**src/rtl/seg7_scan.sv**
```systemverilog
// Six-digit multiplexed 7-segment driver with per-frame digit snapshot,
// inter-digit guard, leading-zero blanking and a 1 Hz colon blink.
module seg7_scan #(
  parameter int SCAN_DIV   = 50000,
  parameter int GUARD      = 2,
  parameter bit ACTIVE_LOW = 1'b1,
  parameter bit BLANK_LZ   = 1'b1
) (
  input  logic       clk,
  input  logic       rst,
  input  logic [3:0] hour_10,
  input  logic [3:0] hour1,
  input  logic [3:0] min_10,
  input  logic [3:0] min1,
  input  logic [3:0] sec_10,
  input  logic [3:0] sec1,
  output logic [6:0] seg,
  output logic       dp,
  output logic [5:0] dig_en
);

  localparam int CW = $clog2(SCAN_DIV);
  localparam logic [CW-1:0] CNT_MAX = CW'(SCAN_DIV - 1);
  localparam logic [CW-1:0] GRD     = CW'(GUARD);

  logic [CW-1:0]   cnt;
  logic [2:0]      idx;
  logic [5:0][3:0] snap;
  logic            col;

  logic       wrap;
  logic       take;
  logic [3:0] cur;
  logic [6:0] glyph;
  logic [6:0] seg_a;
  logic       dp_a;
  logic [5:0] dig_a;

  assign wrap = (cnt == CNT_MAX);
  assign take = (cnt == '0) && (idx == 3'd0);

  always_ff @(posedge clk) begin
    if (rst) begin
      cnt  <= '0;
      idx  <= '0;
      snap <= '0;
      col  <= 1'b0;
    end else begin
      cnt <= wrap ? '0 : cnt + 1'b1;
      if (wrap)
        idx <= (idx == 3'd5) ? 3'd0 : idx + 3'd1;
      // Whole-frame snapshot keeps a rollover from tearing mid-scan
      if (take) begin
        snap <= {hour_10, hour1, min_10, min1, sec_10, sec1};
        col  <= col ^ (sec1 != snap[0]);
      end
    end
  end

  always_comb begin
    cur = '0;
    case (idx)
      3'd0:    cur = snap[0];
      3'd1:    cur = snap[1];
      3'd2:    cur = snap[2];
      3'd3:    cur = snap[3];
      3'd4:    cur = snap[4];
      3'd5:    cur = snap[5];
      default: cur = '0;
    endcase
  end

  always_comb begin
    glyph = 7'h40;
    case (cur)
      4'd0:    glyph = 7'h3F;
      4'd1:    glyph = 7'h06;
      4'd2:    glyph = 7'h5B;
      4'd3:    glyph = 7'h4F;
      4'd4:    glyph = 7'h66;
      4'd5:    glyph = 7'h6D;
      4'd6:    glyph = 7'h7D;
      4'd7:    glyph = 7'h07;
      4'd8:    glyph = 7'h7F;
      4'd9:    glyph = 7'h6F;
      default: glyph = 7'h40;
    endcase
  end

  always_comb begin
    seg_a = glyph;
    if (BLANK_LZ && (idx == 3'd5) && (cur == 4'd0))
      seg_a = '0;
    dp_a  = col && ((idx == 3'd2) || (idx == 3'd4));
    dig_a = (cnt < GRD) ? 6'd0 : (6'd1 << idx);
  end

  always_ff @(posedge clk) begin
    if (rst) begin
      seg    <= {7{ACTIVE_LOW}};
      dp     <= ACTIVE_LOW;
      dig_en <= {6{ACTIVE_LOW}};
    end else begin
      seg    <= seg_a ^ {7{ACTIVE_LOW}};
      dp     <= dp_a ^ ACTIVE_LOW;
      dig_en <= dig_a ^ {6{ACTIVE_LOW}};
    end
  end

endmodule

```
**config.mk**
```make
export PLATFORM = sky130hd
export DESIGN_NAME = seg7_scan
export DESIGN_NICKNAME = d
export VERILOG_FILES = /design/src/rtl/seg7_scan.sv
export SDC_FILE = /design/constraint.sdc
export NUM_CORES = 1
export LEC_CHECK = 0
export CORE_MARGIN = 2
export CORE_UTILIZATION = 45
export DETAILED_ROUTE_END_ITERATION = 10
export GPL_ROUTABILITY_DRIVEN = 0
export HOLD_SLACK_MARGIN = 0.05
export MAX_ROUTING_LAYER = met4
export PLACE_DENSITY_LB_ADDON = 0.25
export SYNTH_ARGS = -nofsm -noshare
export SYNTH_HDL_FRONTEND = slang
export SYNTH_SLANG_ARGS = --single-unit
export TNS_END_PERCENT = 30
```
**constraint.sdc**
```tcl
create_clock -name clk -period 2.43 [get_ports clk]
set_input_delay 0.729 -clock clk [delete_from_list [all_inputs] [get_ports clk]]
set_output_delay 0.729 -clock clk [all_outputs]
set_load 0.02 [all_outputs]
```
==> impl_metrics.yaml, run 1 <==
grt:
  largest_net_degree_at_the_start_of_global_routing: 27
  grt_pass1_wl_mm: 10.1
  grt_antenna_before_repair: 0
  first_global_vias: 2169
  global_route.usage.total_pct: 21.3
  grt_overflow: 0
status:
  status: "finished, final reports clean"
detailed_routing:
  detail_route.first_pass.iterations: 4
  routed-via-count: 2313
  detail_route.iter0.violations: 119
  detail_route.wl_per_cell_um: 13.8
  number_of_nets_with_antenna_violations_after_detailed_routing: 0
  post_drt_via_cell_ratio: 5.24
  drcViolationCount: 0
  route.final.wire_length_mm: 6.07
floorplan:
  placeableCoreArea_mm2: 0.00557
  area_enclosed_by_the_die_boundary_mm2: 0.00650
  die_x_um: 80.6
  initial_utilization_pct: 47.4
  io_pins: 40
  chipHeight_um: 80.6
  placementRows: 27
layout:
  nets: 399
  n_antenna_cell: 0
  post_route_cells_drive_above_1_share_pct: 13.0
  areaGrowthSynthToFinish_pct: 29.3
synth:
  synthDominantAreaCellType: "dfxtp_1"
  postSynthRegisterBits: 58
  postSynthNetCount: 346
  post_synth.cell_area_avg_um2: 8.50
  synthesis.area_mm2: 0.00264
  asyncSetResetFlopFracSynth_pct: 0
  synth_ff_type: "dfxtp_1"
  ys_warn_count: 0
  post_synth_inst_count: 311
  yosys-top-cells-count: "dfxtp_1, nand2_1, nor2_1, a21oi_1, o21ai_0"
  synth_seq_area_share_pct: 43.9
  area_contributors_post_synth: "dfxtp_1, nand2_1, a21oi_1"
  yosysMostFrequentCell: "dfxtp_1"
  synth_top_area_share_pct: 43.9
  synth-edff-count: 0
  yosys.cell_types.count: 42
timing:
  final-setup-viol-count: 0
  setup_tns_ns: 0
  worst-slew-pin-transition_ns: 0.423
  finalHoldViolations: 0
  timing.final.max_slew_violations: 0
  layout_worst_path_cycle_share_pct: 95.0
  slew_headroom_pct: 71.8
  finalHoldWorstSlack_ns: 0.428
  final_period_minus_worst_setup_slack_ns: 2.31
  rsz0062_at_grt: "false"
  finClkSkew_ns: 0.00408
  maxClockFrequency_ghz: 0.433
clock_network:
  numClockSinks: 58
  worstSkewPairLatency_ns: 0.34
  cts.root.buffer_cell: "clkbuf_8"
  cts_inserted_buffers: 9
  cts_buffer_depth: 2
  clock_tree_from_tritoncts: "built"
  path_clk_slew_ns: 0.06
  htree_num_levels: 3
critical_path:
  worstPathArrival_ns: 2.54
  cp_max_fo: 6
  cp.required_ns: 2.67
  worstSetupPathType: "reg2reg"
  worst_setup_path_end_kind: "flop"
  start_kind: "flop"
min_path:
  timing.hold.worst.class: "reg2reg"
placement:
  buffer_ports.inserted: 39
  dp_hpwl_mm: 4.28
power:
  power-per-cell-area_mw_per_mm2: 659
  p_total_mw: 2.25
  max-vdd-ir-drop_mv: 0.369
  p_leak_nw: 1.36
job:
  maxCapViolCount: 0
-- per-stage QoR --
stage	utilization (%)	setup WS, ns	std cells	instance area (µm²)
3_5_place_dp	57.1	-0.0823	423	3180
6_report	61.3	0.121	441	3420
5_1_grt	61.3	0.0177	441	3420
4_1_cts	60.8	0.0455	439	3390
2_1_floorplan	-	0.0107	311	2660
3_3_place_gp	57.1	0.110	423	3180
-- layout make-up --
type,instances,area [µm²]
clock buffer,15,196
sequential,58,1160
inverter,10,37.5
timing repair buffer,59,541
tap,72,90.1
multi-input combinational,226,1380
fill,494,2160
clock inverter,1,5.00
-- worst max-delay path, cell delays in order, from the launching register on --
cell      delay [ns]
dfxtp_4         0.37
mux2_1          0.33
a222oi_1        0.32
a21boi_2        0.26
a21o_1          0.18
inv_2           0.06
ha_1            0.21
mux2_1          0.29
a21o_1          0.17
-- final timing paths --
kind	start	to	slack, ns	depth (start not counted)
max	idx[2]	seg[0]	0.12	8
min	col	dp	0.43	1
max reg2reg	idx[2]	seg[0]	0.12	8
min reg2reg	col	dp	0.43	1
-- sequential cells by signal, indices dropped and copies added, names as in the netlist --
register,cells
dp,1
idx,3
col,1
cnt,16
dig_en,6
seg,7
snap,24
-- report_power, final --
| part | leakage (nW) | switching, mW | internal, mW |
|---|---|---|---|
| sequential | 0.476 | 0.0407 | 1.01 |
| clock | 0.106 | 0.356 | 0.508 |
| combinational | 0.780 | 0.172 | 0.164 |
| total | 1.36 | 0.568 | 1.68 |
-- cells in the final DEF, fill, tap and decap left out, types with 3 or more instances in the layout --
master and instances:
a21o_1 5, a21oi_1 29, and2_1 4, buf_4 20, clkbuf_8 14, clkdlybuf4s50_1 39
dfxtp_1 57, ha_1 7, inv_1 9, nand2_1 41, nand3_1 7, nand3b_1 5
nand4_1 6, nor2_1 30, nor3_1 7, nor4_1 3, o21ai_0 26, xnor2_1 8
xor2_1 13
-- metal layers --
metal | up-vias | part of all wire (%) | global-route usage [%]
met2 | 70 | 47 | 32.7
met1 | 1050 | 45 | 25.5
li1 | 1178 | - | -
met5 | - | 0 | -
met3 | 15 | 5.5 | 6.07
met4 | 0 | 2.3 | 11.2
-- what timing repair did --
action,in CTS,in global routing
gates resized for setup,2,4
endpoints found under the setup margin,5,6
buffers inserted,0,2
endpoints found under the hold margin,0,0
pin swaps,0,2
hold buffers,0,0
-- cell families after synthesis --
family | share of synthesized area (%)
AND/OR/NAND/NOR | 19.9
AO/OA/AOI/OAI | 17.0
flip-flops | 43.9
buffers and inverters | 4.64
XOR/XNOR | 6.96
adder cells (fa/ha/maj) | 4.26
multiplexers | 3.31
Note: power is estimated with default switching activity, not from simulation.
==> inputs of run 2 (changes only) <==
--- a/config.mk
+++ b/config.mk
@@ -5,12 +5,11 @@
 export SDC_FILE = /design/constraint.sdc
 export NUM_CORES = 1
 export LEC_CHECK = 0
-export CORE_MARGIN = 2
+export CORE_MARGIN = 1.5
 export CORE_UTILIZATION = 45
 export DETAILED_ROUTE_END_ITERATION = 10
 export GPL_ROUTABILITY_DRIVEN = 0
 export HOLD_SLACK_MARGIN = 0.05
-export MAX_ROUTING_LAYER = met4
 export PLACE_DENSITY_LB_ADDON = 0.25
 export SYNTH_ARGS = -nofsm -noshare
 export SYNTH_HDL_FRONTEND = slang
==> run 2 against run 1 <==
Compared with the run above: core utilization fell by 0.47 points; critical endpoint is now seg[2]; design area fell by 0.77%; clock skew rose by 0.0023 ns; sequential power barely moved; setup slack improved by 0.015 ns; fmax rose by 0.63%; flip-flop and latch count did not move; first-iteration DRC count fell by 28%; register-to-register slack barely moved; final cell count fell by 0.45%.
==> impl_metrics.yaml, run 2 (same netlist as run 1, synthesis figures left out) <==
power:
  p_total_mw: 2.19
  power-per-cell-area_mw_per_mm2: 648
  max-vdd-ir-drop_mv: 0.423
  p_leak_nw: 1.35
placement:
  dp_hpwl_mm: 4.20
  placed_inst_area_mm2: 0.00319
  dp.cells: 422
  buffer_ports.inserted: 39
grt:
  grt_antenna_before_repair: 0
  global_route.usage.total_pct: 20.7
  grt_pass1_wl_mm: 10.0
  largest_net_degree_at_the_start_of_global_routing: 33
  grt_overflow: 0
  first_global_vias: 2156
layout:
  post_route_cells_drive_above_1_share_pct: 12.0
  most_frequent_standard_cell_in_the_layout_excluding_fill_and_tap_cells: "dfxtp_1"
  post-route-cell-area_mm2: 0.00339
  mostFrequentLayoutCells: "dfxtp_1, nand2_1, clkdlybuf4s50_1"
  final_cell_count_no_fill: 439
  largest_register_ffs: 24
  nets: 397
  biggestRegsByFlops: "snap (24), cnt (16), seg (7)"
  top_register: "snap"
  layout.core_utilization_pct: 60.8
  areaGrowthSynthToFinish_pct: 28.3
  n_antenna_cell: 0
job:
  maxCapViolCount: 0
timing:
  finalHoldViolations: 0
  maxClockFrequency_ghz: 0.436
  timing.final.max_slew_violations: 0
  worst-slew-pin-transition_ns: 0.410
  finClkSkew_ns: 0.00641
  final-setup-viol-count: 0
  slew_headroom_pct: 72.4
  final_period_minus_worst_setup_slack_ns: 2.29
  layout_worst_path_cycle_share_pct: 94.4
critical_path:
  crit_slowest_cell: "a222oi_1"
  slowest_delay_ns: 0.33
  cp.required_ns: 2.71
  timing.critical_path.buf_inv: 0
  cells_along_the_critical_path: "and2_1, ha_1, a222oi_1, a21boi_2, a21o_1, ha_2, and3b_1, a31oi_2, o21ai_2, a31o_1"
  start_kind: "flop"
  cp_max_fo: 5
  worstPathArrival_ns: 2.58
  worstReg2RegStart: "idx[1]"
  timing.reg2reg.setup_slack_ns: 0.14
  worstSetupPathType: "reg2reg"
  worst_setup_path_end_kind: "flop"
  rr_endpoint: "seg[2]"
  critical_path.top_delay_family: "compound AO/OA/AOI/OAI gates"
  reg2regPathDepth: 10
clock_network:
  path_clk_slew_ns: 0.06
  cts_buffer_depth: 2
  cts_inserted_buffers: 9
  cts_hold_buffers: 0
  numClockSinks: 58
  htree_num_levels: 3
  clock_tree_from_tritoncts: "built"
  worstSkewPairLatency_ns: 0.34
  cts.root.buffer_cell: "clkbuf_8"
floorplan:
  io_pins: 40
  placeableCoreArea_mm2: 0.00557
  die_x_um: 79.6
  placementRows: 27
  area_enclosed_by_the_die_boundary_mm2: 0.00634
  initial_utilization_pct: 47.4
  chipHeight_um: 79.6
min_path:
  hold-path-cell-count: 1
  hold-path-endpoint: "dp"
  timing.hold.worst.class: "reg2reg"
  hp-start: "col"
detailed_routing:
  drcViolationCount: 0
  detail_route.first_pass.iterations: 4
  routed-via-count: 2292
  route.final.wire_length_mm: 5.97
  post_drt_via_cell_ratio: 5.22
  detail_route.wl_per_cell_um: 13.6
  number_of_nets_with_antenna_violations_after_detailed_routing: 0
  detail_route.iter0.violations: 86
status:
  status: "finished, final reports clean"
## run 2: cell types whose count changed in the layout (fill, tap and decap cells not counted), sizes merged
cell	delta
buf	-2
clkbuf	-1
clkinv	+1
## run 2: cell type report
class / instances / area, µm²
Sequential cell: 58 / 1160
Clock buffer: 14 / 173
Multi-Input combinational cell: 226 / 1380
Inverter: 10 / 37.5
Tap cell: 72 / 90.1
Clock inverter: 2 / 10.0
Fill cell: 509 / 2180
Timing Repair Buffer: 57 / 538
## run 2: what timing repair did
| action | 4_1_cts | 5_1_grt |
|---|---|---|
| gates resized for setup | 0 | 4 |
| hold endpoints to repair | 0 | 0 |
| setup buffers | 0 | 1 |
| endpoints found under the setup margin | 0 | 6 |
## run 2: report_power, final
group          internal, mW  switching [mW]  leakage [nW]  total, mW
registers              1.01          0.0368         0.476       1.05
logic                 0.164           0.169         0.777      0.333
clock network         0.451           0.362        0.0965      0.812
total                  1.63           0.568          1.35       2.19
## run 2: worst max-delay path by stage
stage | from | to | cells past startpoint
floorplan | idx[1] | seg[0] | 11
global placement | idx[2] | seg[2] | 10
detailed placement | idx[1] | seg[2] | 10
CTS | idx[1] | seg[2] | 10
global route | idx[1] | seg[2] | 10
finish | idx[1] | seg[2] | 10
## run 2: routing by layer
metal | global-route usage [%] | part of all wire [%] | vias up
met5 | 0 | 0 | -
li1 | - | - | 1170
met1 | 26.7 | 47 | 1053
met4 | 7.72 | 1.3 | 0
met3 | 6.40 | 5.1 | 10
met2 | 32.1 | 46 | 59
## run 2: stage by stage
| step | setup slack (ns) | hold WS, ns | TNS (ns) |
|---|---|---|---|
| after global routing | -0.0282 | 0.442 | -0.0586 |
| after detailed placement | 0.0560 | 0.419 | 0 |
| final | 0.136 | 0.421 | 0 |
| after CTS | 0.0175 | 0.430 | 0 |
| after global placement | 0.148 | 0.420 | 0 |
| after floorplan | 0.0107 | 0.380 | 0 |
## run 2: worst register-to-register path, delay by kind of cell (launching register included)
family          cells  cell delay, ns
compound gates      6            1.14
fa+ha+maj           2            0.44
flops               1            0.32
simple gates        2            0.35
